### src/rtl/hazard_ctrl_pkg.sv
// Shared definitions for the pipeline hazard controller: FSM state encoding
// and the default MDU watchdog limit.
package hazard_ctrl_pkg;

  typedef enum logic {
    RUN      = 1'b0,
    MDU_WAIT = 1'b1
  } state_e;

  localparam int TIMEOUT_CYCLES_DEF = 64;

endpackage

### src/rtl/hazard_ctrl_detect.sv
// Combinational load-use detector: flags an ID instruction that reads the
// destination of a load still sitting in ID/EX (x0 never creates a hazard).
module hazard_detect #(
  parameter int REG_ADDR_W = 5
) (
  input  logic [REG_ADDR_W-1:0] id_rs1,
  input  logic [REG_ADDR_W-1:0] id_rs2,
  input  logic                  id_uses_rs1,
  input  logic                  id_uses_rs2,
  input  logic                  id_ex_mem_read,
  input  logic [REG_ADDR_W-1:0] id_ex_rd,
  output logic                  load_use
);

  logic rd_nonzero_s;
  logic rs1_hit_s;
  logic rs2_hit_s;

  assign rd_nonzero_s = (id_ex_rd != {REG_ADDR_W{1'b0}});
  assign rs1_hit_s    = id_uses_rs1 && (id_rs1 == id_ex_rd);
  assign rs2_hit_s    = id_uses_rs2 && (id_rs2 == id_ex_rd);
  assign load_use     = id_ex_mem_read && rd_nonzero_s && (rs1_hit_s || rs2_hit_s);

endmodule

### src/rtl/hazard_ctrl.sv
// Pipeline hazard/sequencing controller: load-use stall, branch flush and MDU
// start/done handshake with watchdog. Statistics counters under PIPE_CTRL_STATS_EN.
module hazard_ctrl
  import hazard_ctrl_pkg::*;
#(
  parameter int REG_ADDR_W     = 5,
  parameter int TIMEOUT_CYCLES = TIMEOUT_CYCLES_DEF,
  parameter int CNT_W          = 32
) (
  input  logic                  clk,
  input  logic                  arst_n,
  input  logic [REG_ADDR_W-1:0] id_rs1,
  input  logic [REG_ADDR_W-1:0] id_rs2,
  input  logic                  id_uses_rs1,
  input  logic                  id_uses_rs2,
  input  logic                  id_ex_mem_read,
  input  logic [REG_ADDR_W-1:0] id_ex_rd,
  input  logic                  ex_branch_taken,
  input  logic                  ex_mdu_op,
  input  logic                  mdu_done,
  output logic                  pc_we,
  output logic                  if_id_we,
  output logic                  id_ex_we,
  output logic                  if_id_flush,
  output logic                  id_ex_flush,
  output logic                  ex_mem_bubble,
  output logic                  mdu_start,
  output logic                  mdu_err,
  output logic [CNT_W-1:0]      stall_cnt,
  output logic [CNT_W-1:0]      flush_cnt
);

  localparam int WD_W = (TIMEOUT_CYCLES > 2) ? $clog2(TIMEOUT_CYCLES) : 1;
  localparam logic [WD_W-1:0] WD_ZERO = {WD_W{1'b0}};
  localparam logic [WD_W-1:0] WD_ONE  = WD_W'(1);
  localparam logic [WD_W-1:0] WD_MAX  = WD_W'(TIMEOUT_CYCLES - 1);

  state_e          state_r;
  state_e          state_nxt_s;
  logic [WD_W-1:0] wdog_r;
  logic [WD_W-1:0] wdog_nxt_s;
  logic            err_set_s;
  logic            load_use_s;
  logic            mdu_err_r;

  hazard_detect #(
    .REG_ADDR_W(REG_ADDR_W)
  ) u_detect (
    .id_rs1         (id_rs1),
    .id_rs2         (id_rs2),
    .id_uses_rs1    (id_uses_rs1),
    .id_uses_rs2    (id_uses_rs2),
    .id_ex_mem_read (id_ex_mem_read),
    .id_ex_rd       (id_ex_rd),
    .load_use       (load_use_s)
  );

  // State, watchdog and sticky abort flag registers
  always_ff @(posedge clk or negedge arst_n) begin
    if (!arst_n) begin
      state_r   <= RUN;
      wdog_r    <= WD_ZERO;
      mdu_err_r <= 1'b0;
    end else begin
      state_r   <= state_nxt_s;
      wdog_r    <= wdog_nxt_s;
      mdu_err_r <= mdu_err_r | err_set_s;
    end
  end

  assign mdu_err = mdu_err_r;

  // Next-state and same-cycle pipeline control outputs
  always_comb begin
    pc_we         = 1'b1;
    if_id_we      = 1'b1;
    id_ex_we      = 1'b1;
    if_id_flush   = 1'b0;
    id_ex_flush   = 1'b0;
    ex_mem_bubble = 1'b0;
    mdu_start     = 1'b0;
    state_nxt_s   = state_r;
    wdog_nxt_s    = wdog_r;
    err_set_s     = 1'b0;
    if (!arst_n) begin
      // Freeze the pipeline and fill it with NOPs while reset is held
      pc_we         = 1'b0;
      if_id_we      = 1'b0;
      id_ex_we      = 1'b0;
      if_id_flush   = 1'b1;
      id_ex_flush   = 1'b1;
      ex_mem_bubble = 1'b1;
      state_nxt_s   = RUN;
      wdog_nxt_s    = WD_ZERO;
    end else begin
      case (state_r)
        RUN: begin
          if (ex_mdu_op) begin
            mdu_start     = 1'b1;
            pc_we         = 1'b0;
            if_id_we      = 1'b0;
            id_ex_we      = 1'b0;
            ex_mem_bubble = 1'b1;
            state_nxt_s   = MDU_WAIT;
            wdog_nxt_s    = WD_ZERO;
          end else if (ex_branch_taken) begin
            if_id_flush = 1'b1;
            id_ex_flush = 1'b1;
          end else if (load_use_s) begin
            pc_we       = 1'b0;
            if_id_we    = 1'b0;
            id_ex_flush = 1'b1;
          end else begin
            state_nxt_s = RUN;
          end
        end
        MDU_WAIT: begin
          if (mdu_done) begin
            state_nxt_s = RUN;
          end else if (wdog_r == WD_MAX) begin
            // Abort: release the pipeline but drop the missing result
            ex_mem_bubble = 1'b1;
            err_set_s     = 1'b1;
            state_nxt_s   = RUN;
          end else begin
            pc_we         = 1'b0;
            if_id_we      = 1'b0;
            id_ex_we      = 1'b0;
            ex_mem_bubble = 1'b1;
            wdog_nxt_s    = wdog_r + WD_ONE;
          end
        end
        default: begin
          state_nxt_s = RUN;
          wdog_nxt_s  = WD_ZERO;
        end
      endcase
    end
  end

`ifdef PIPE_CTRL_STATS_EN
  localparam logic [CNT_W-1:0] CNT_ZERO = {CNT_W{1'b0}};
  localparam logic [CNT_W-1:0] CNT_ONE  = CNT_W'(1);
  localparam logic [CNT_W-1:0] CNT_MAX  = {CNT_W{1'b1}};

  logic [CNT_W-1:0] stall_cnt_r;
  logic [CNT_W-1:0] flush_cnt_r;

  // Saturating stall/flush statistics counters
  always_ff @(posedge clk or negedge arst_n) begin
    if (!arst_n) begin
      stall_cnt_r <= CNT_ZERO;
      flush_cnt_r <= CNT_ZERO;
    end else begin
      if (!pc_we && (stall_cnt_r != CNT_MAX)) begin
        stall_cnt_r <= stall_cnt_r + CNT_ONE;
      end else begin
        stall_cnt_r <= stall_cnt_r;
      end
      if (if_id_flush && (flush_cnt_r != CNT_MAX)) begin
        flush_cnt_r <= flush_cnt_r + CNT_ONE;
      end else begin
        flush_cnt_r <= flush_cnt_r;
      end
    end
  end

  assign stall_cnt = stall_cnt_r;
  assign flush_cnt = flush_cnt_r;
`else
  assign stall_cnt = {CNT_W{1'b0}};
  assign flush_cnt = {CNT_W{1'b0}};
`endif

endmodule
### config.mk
export PLATFORM = sky130hd
export DESIGN_NAME = hazard_ctrl
export DESIGN_NICKNAME = d
export VERILOG_FILES = /design/src/rtl/hazard_ctrl_pkg.sv /design/src/rtl/hazard_ctrl_detect.sv /design/src/rtl/hazard_ctrl.sv
export SDC_FILE = /design/constraint.sdc
export NUM_CORES = 1
export LEC_CHECK = 0
export CORE_MARGIN = 1.5
export CORE_UTILIZATION = 35
export DETAILED_ROUTE_END_ITERATION = 8
export GPL_TIMING_DRIVEN = 0
export HOLD_SLACK_MARGIN = 0.1
export PLACE_DENSITY_LB_ADDON = 0.3
export SKIP_LAST_GASP = 1
export SYNTH_ARGS = -nofsm -noshare
export SYNTH_HDL_FRONTEND = slang
export SYNTH_HIERARCHICAL = 1
export SYNTH_SLANG_ARGS = --single-unit
### constraint.sdc
create_clock -name clk -period 3 [get_ports clk]
set_input_delay 0.3 -clock clk [delete_from_list [all_inputs] [get_ports clk]]
set_output_delay 0.3 -clock clk [all_outputs]
set_load 0.05 [all_outputs]
==> PnR_summary.wiki <==
{| class="wikitable"
! Metric !! Value
|-
| Result of the run || completed
|-
| Top area cells in the synthesized netlist || sky130_fd_sc_hd__buf_4, sky130_fd_sc_hd__dfrtp_1, sky130_fd_sc_hd__xor2_1
|-
| WP data required || 2.70 ns
|-
| Cell count after placement || roughly 280
|-
| Class of the worst hold path || in -> async
|-
| Final Instance Area || 0.00176 sq mm
|-
| Count of flip-flops with a built-in enable after synthesis || 0
|-
| Most common cell after layout, fill and taps aside || sky130_fd_sc_hd__buf_4
|-
| Final clock period utilization by the worst path || between 90% and 100%
|-
| Detailed Routing Iterations Pass 1 || 4
|-
| Number of H-tree branching levels || 1
|-
| Pleak || just under 1 nW
|-
| Sequential element share of the synthesized area || 17.3%
|-
| Worst-path cell chain || clkdlybuf4s50_1, xor2_1, nor4_1, nand3_1, a21oi_1, nand2b_1, o21bai_1, clkdlybuf4s50_1
|-
| P&R area growth vs syn || 52.1%
|-
| Final setup violation count || 0
|-
| Setup crit end kind || primary output
|-
| Vert. Die Dim || around 60 um
|-
| Highest ir drop seen on vdd || 0.127 mV
|-
| Setup repair after global routing missed its margin || no
|-
| Delay of the slowest cell on the worst path || 0.82 ns
|-
| Number of setup buffers added after CTS || 0
|-
| Maximum clock rate || about 350 MHz
|-
| Vias || around 980
|-
| Number of placement rows || 20
|-
| Flip-flop and latch count after synthesis || 8
|-
| TritonCTS clock tree || yes
|-
| Count of input and output buffers || 30
|-
| Worst-path fanout max || 3
|-
| Clock-pin slew of the registers on the worst-case setup and hold paths || ~0.05 ns
|-
| Detailed route wirelength on metal3 || roughly 220 um
|-
| Startpoint types || primary input
|-
| Detailed Route WL || 2310 um
|-
| Main flop type after synthesis || sky130_fd_sc_hd__dfrtp_1
|-
| Wire length of the first global-routing pass || between 3000 and 4000 um
|-
| Die ar. || approximately 0.0037 sq mm
|-
| Total track usage || between 10% and 20%
|-
| Number of sinks driven by the clock tree || 8
|-
| Async set-or-reset flop fraction in the synthesized netlist || 100%
|-
| Highest layer used for signal routing || met4
|-
| Initial cell density of the core || 37.3%
|-
| Met2 wire len || roughly 1200 um
|-
| Placer congestion estimate || 0.814
|-
| Clock insertion delay at the later pin of the skew report || 0.25 ns
|-
| Total number of nets in the final design || 260
|-
| Core area || 0.00310 sq mm
|-
| Share of the synthesized area in the top cell type || approximately 42%
|-
| Type of the setup path with the least slack || in -> out
|-
| Total power divided by cell area || 310 mW/mm^2
|-
| Share of layout cells above drive strength 1 || 33.8%
|-
| Worst setup skew after layout || 0.00205 ns
|-
| Root cell of the clock tree || sky130_fd_sc_hd__clkbuf_4
|-
| ANT nets after route || 0
|-
| Transition time at the pin with the least slew margin || roughly 0.51 ns
|-
| Die width || about 61 um
|-
| Most area-hungry cell type in the Yosys netlist || sky130_fd_sc_hd__buf_4
|-
| Final Hold Slack || 0.335 ns
|-
| Diodes inserted || 0
|-
| Max-Slew Margin vs Limit || 65.8%
|-
| Final worst-path setup slack || between 0.1 and 0.15 ns
|-
| Most frequent cell on the critical path || sky130_fd_sc_hd__clkdlybuf4s50_1
|-
| Max_cap viols || 0
|-
| Worst slack at placement || -0.260 ns
|-
| Antenna violations before repair || 0
|-
| First-iteration detailed-routing DRC count || 27
|-
| Final-report hold violation count || 0
|-
| Placed Instance Area || between 0.0015 and 0.002 sq mm
|-
| Via density || between 3 and 4
|-
| Pin count of the biggest net entering global routing || 11
|-
| Number of distinct standard cells referenced by the synthesized netlist || 33
|-
| Number of buffers created by CTS || 3
|-
| Max Root-Sink Buffers || 2
|-
| Number of fill cells || just over 300
|-
| Hpwl dp || approximately 2000 um
|-
| Final Max Tran Viols || 0
|-
| Number of standard cells in the final layout excluding fillers || approximately 280
|-
| Post-route DRC || 0
|-
| Highest-count cells in the layout ignoring fill and taps || sky130_fd_sc_hd__buf_4, sky130_fd_sc_hd__conb_1, sky130_fd_sc_hd__clkdlybuf4s50_1
|-
| Met1 layer wirelength in the final routing || 876 um
|-
| Gate count after technology mapping || about 140
|-
| Total overflow reported by the global router || 0
|-
| Slowest stage cell, crit path || sky130_fd_sc_hd__clkdlybuf4s50_1
|-
| Synth Cell Area || 0.00116 sq mm
|-
| Warning count from the yosys run || 6
|-
| Worst Path Arrival || 2.56 ns
|-
| Routed length per instance || 8.29 um
|-
| Vias in the first global route || around 830
|-
| Io pins || 95
|-
| Minimum period implied by the final worst setup slack || between 2 and 3 ns
|-
| Post-synthesis area per instance || around 8.4 sq um
|}
-- flip-flops by register name (all words and copies together), names as in the netlist --
signal,count
mdu_err,1
state_r,1
wdog_r,6
-- kinds of logic (layout without fill, tap and decap cells) --
logic type      count (synthesis)  after routing  share of synthesized area [%]
simple gates                   28             28                           17.7
flops                           8              8                           17.3
buf+inv                        70            103                           44.5
fa+ha+maj                       1              1                           1.08
xor+xnor                       10             10                           7.56
compound gates                 20             20                           11.6
other cells                     1             64                          0.324
-- worst max-delay path, delay by kind of cell --
family	cells	cell delay (ns)
compound gates	2	0.26
xor+xnor	1	0.19
buf+inv	2	1.29
simple gates	3	0.51
-- timing repair --
item | CTS | global route
hold buffers | 0 | 0
pin swaps | 0 | 0
endpoints found under the setup margin | 3 | 2
gates resized for setup | 3 | 4
-- routing by layer --
metal	vias to the layer above	track usage, %
met5	-	0
li1	531	-
met1	399	14.1
met2	49	22.7
met3	2	2.35
met4	0	4.66
-- synth_stat cells (2+ instances only) --
| cell type | instances |
|---|---|
| sky130_fd_sc_hd__nor2_1 | 2 |
| sky130_fd_sc_hd__nand4_1 | 3 |
| sky130_fd_sc_hd__dfrtp_1 | 8 |
| sky130_fd_sc_hd__xor2_1 | 8 |
| sky130_fd_sc_hd__o21ai_1 | 2 |
| sky130_fd_sc_hd__nor2b_4 | 2 |
| sky130_fd_sc_hd__buf_4 | 65 |
| sky130_fd_sc_hd__xnor2_1 | 2 |
| sky130_fd_sc_hd__nand3_1 | 6 |
| sky130_fd_sc_hd__nand2b_1 | 2 |
| sky130_fd_sc_hd__o21ai_0 | 5 |
| sky130_fd_sc_hd__o31ai_1 | 7 |
| sky130_fd_sc_hd__inv_1 | 3 |
| sky130_fd_sc_hd__and2_1 | 2 |
| sky130_fd_sc_hd__nand2_1 | 2 |
| sky130_fd_sc_hd__a21oi_1 | 2 |
-- per-stage QoR --
stage / total power, mW / utilization, % / TNS (ns)
after floorplan: 0.412 / - / 0
after global placement: 0.466 / 56.4 / -0.490
after detailed placement: 0.466 / 56.4 / -0.452
after CTS: 0.549 / 57.0 / 0
after global routing: 0.574 / 56.8 / 0
final: 0.547 / 56.8 / 0
-- where the power goes --
group,internal [mW],switching (mW),leakage [nW]
registers,0.109,0.000797,0.106
logic,0.111,0.244,0.863
clock network,0.0457,0.0360,0.0138
total,0.266,0.281,0.982
-- final cells by class --
cell class | count | area, sq um | share of cell area (%)
Inverter | 3 | 11.3 | 0.639
Sequential cell | 8 | 200 | 11.4
Multi-Input combinational cell | 123 | 679 | 38.6
Clock buffer | 3 | 22.5 | 1.28
Tap cell | 44 | 55.1 | 3.12
Timing Repair Buffer | 30 | 289 | 16.4
Buffer | 67 | 504 | 28.6
-- final timing paths --
path / start / endpoint / slack, ns / cells after the start
max in group asynchronous: arst_n / wdog_r[0]$_DFFE_PN0P_ / 2.39 / 1
setup reg to reg: wdog_r[0]$_DFFE_PN0P_ / wdog_r[3]$_DFFE_PN0P_ / 1.42 / 5
hold reg to reg: mdu_err$_DFF_PN0_ / mdu_err$_DFF_PN0_ / 0.47 / 2
setup / recovery: id_ex_rd[2] / id_ex_flush / 0.14 / 8
hold / removal: arst_n / state_r$_DFF_PN0_ / 0.34 / 1
min in group clk: mdu_err$_DFF_PN0_ / mdu_err$_DFF_PN0_ / 0.47 / 2
Power figures use the tool's default switching activity.
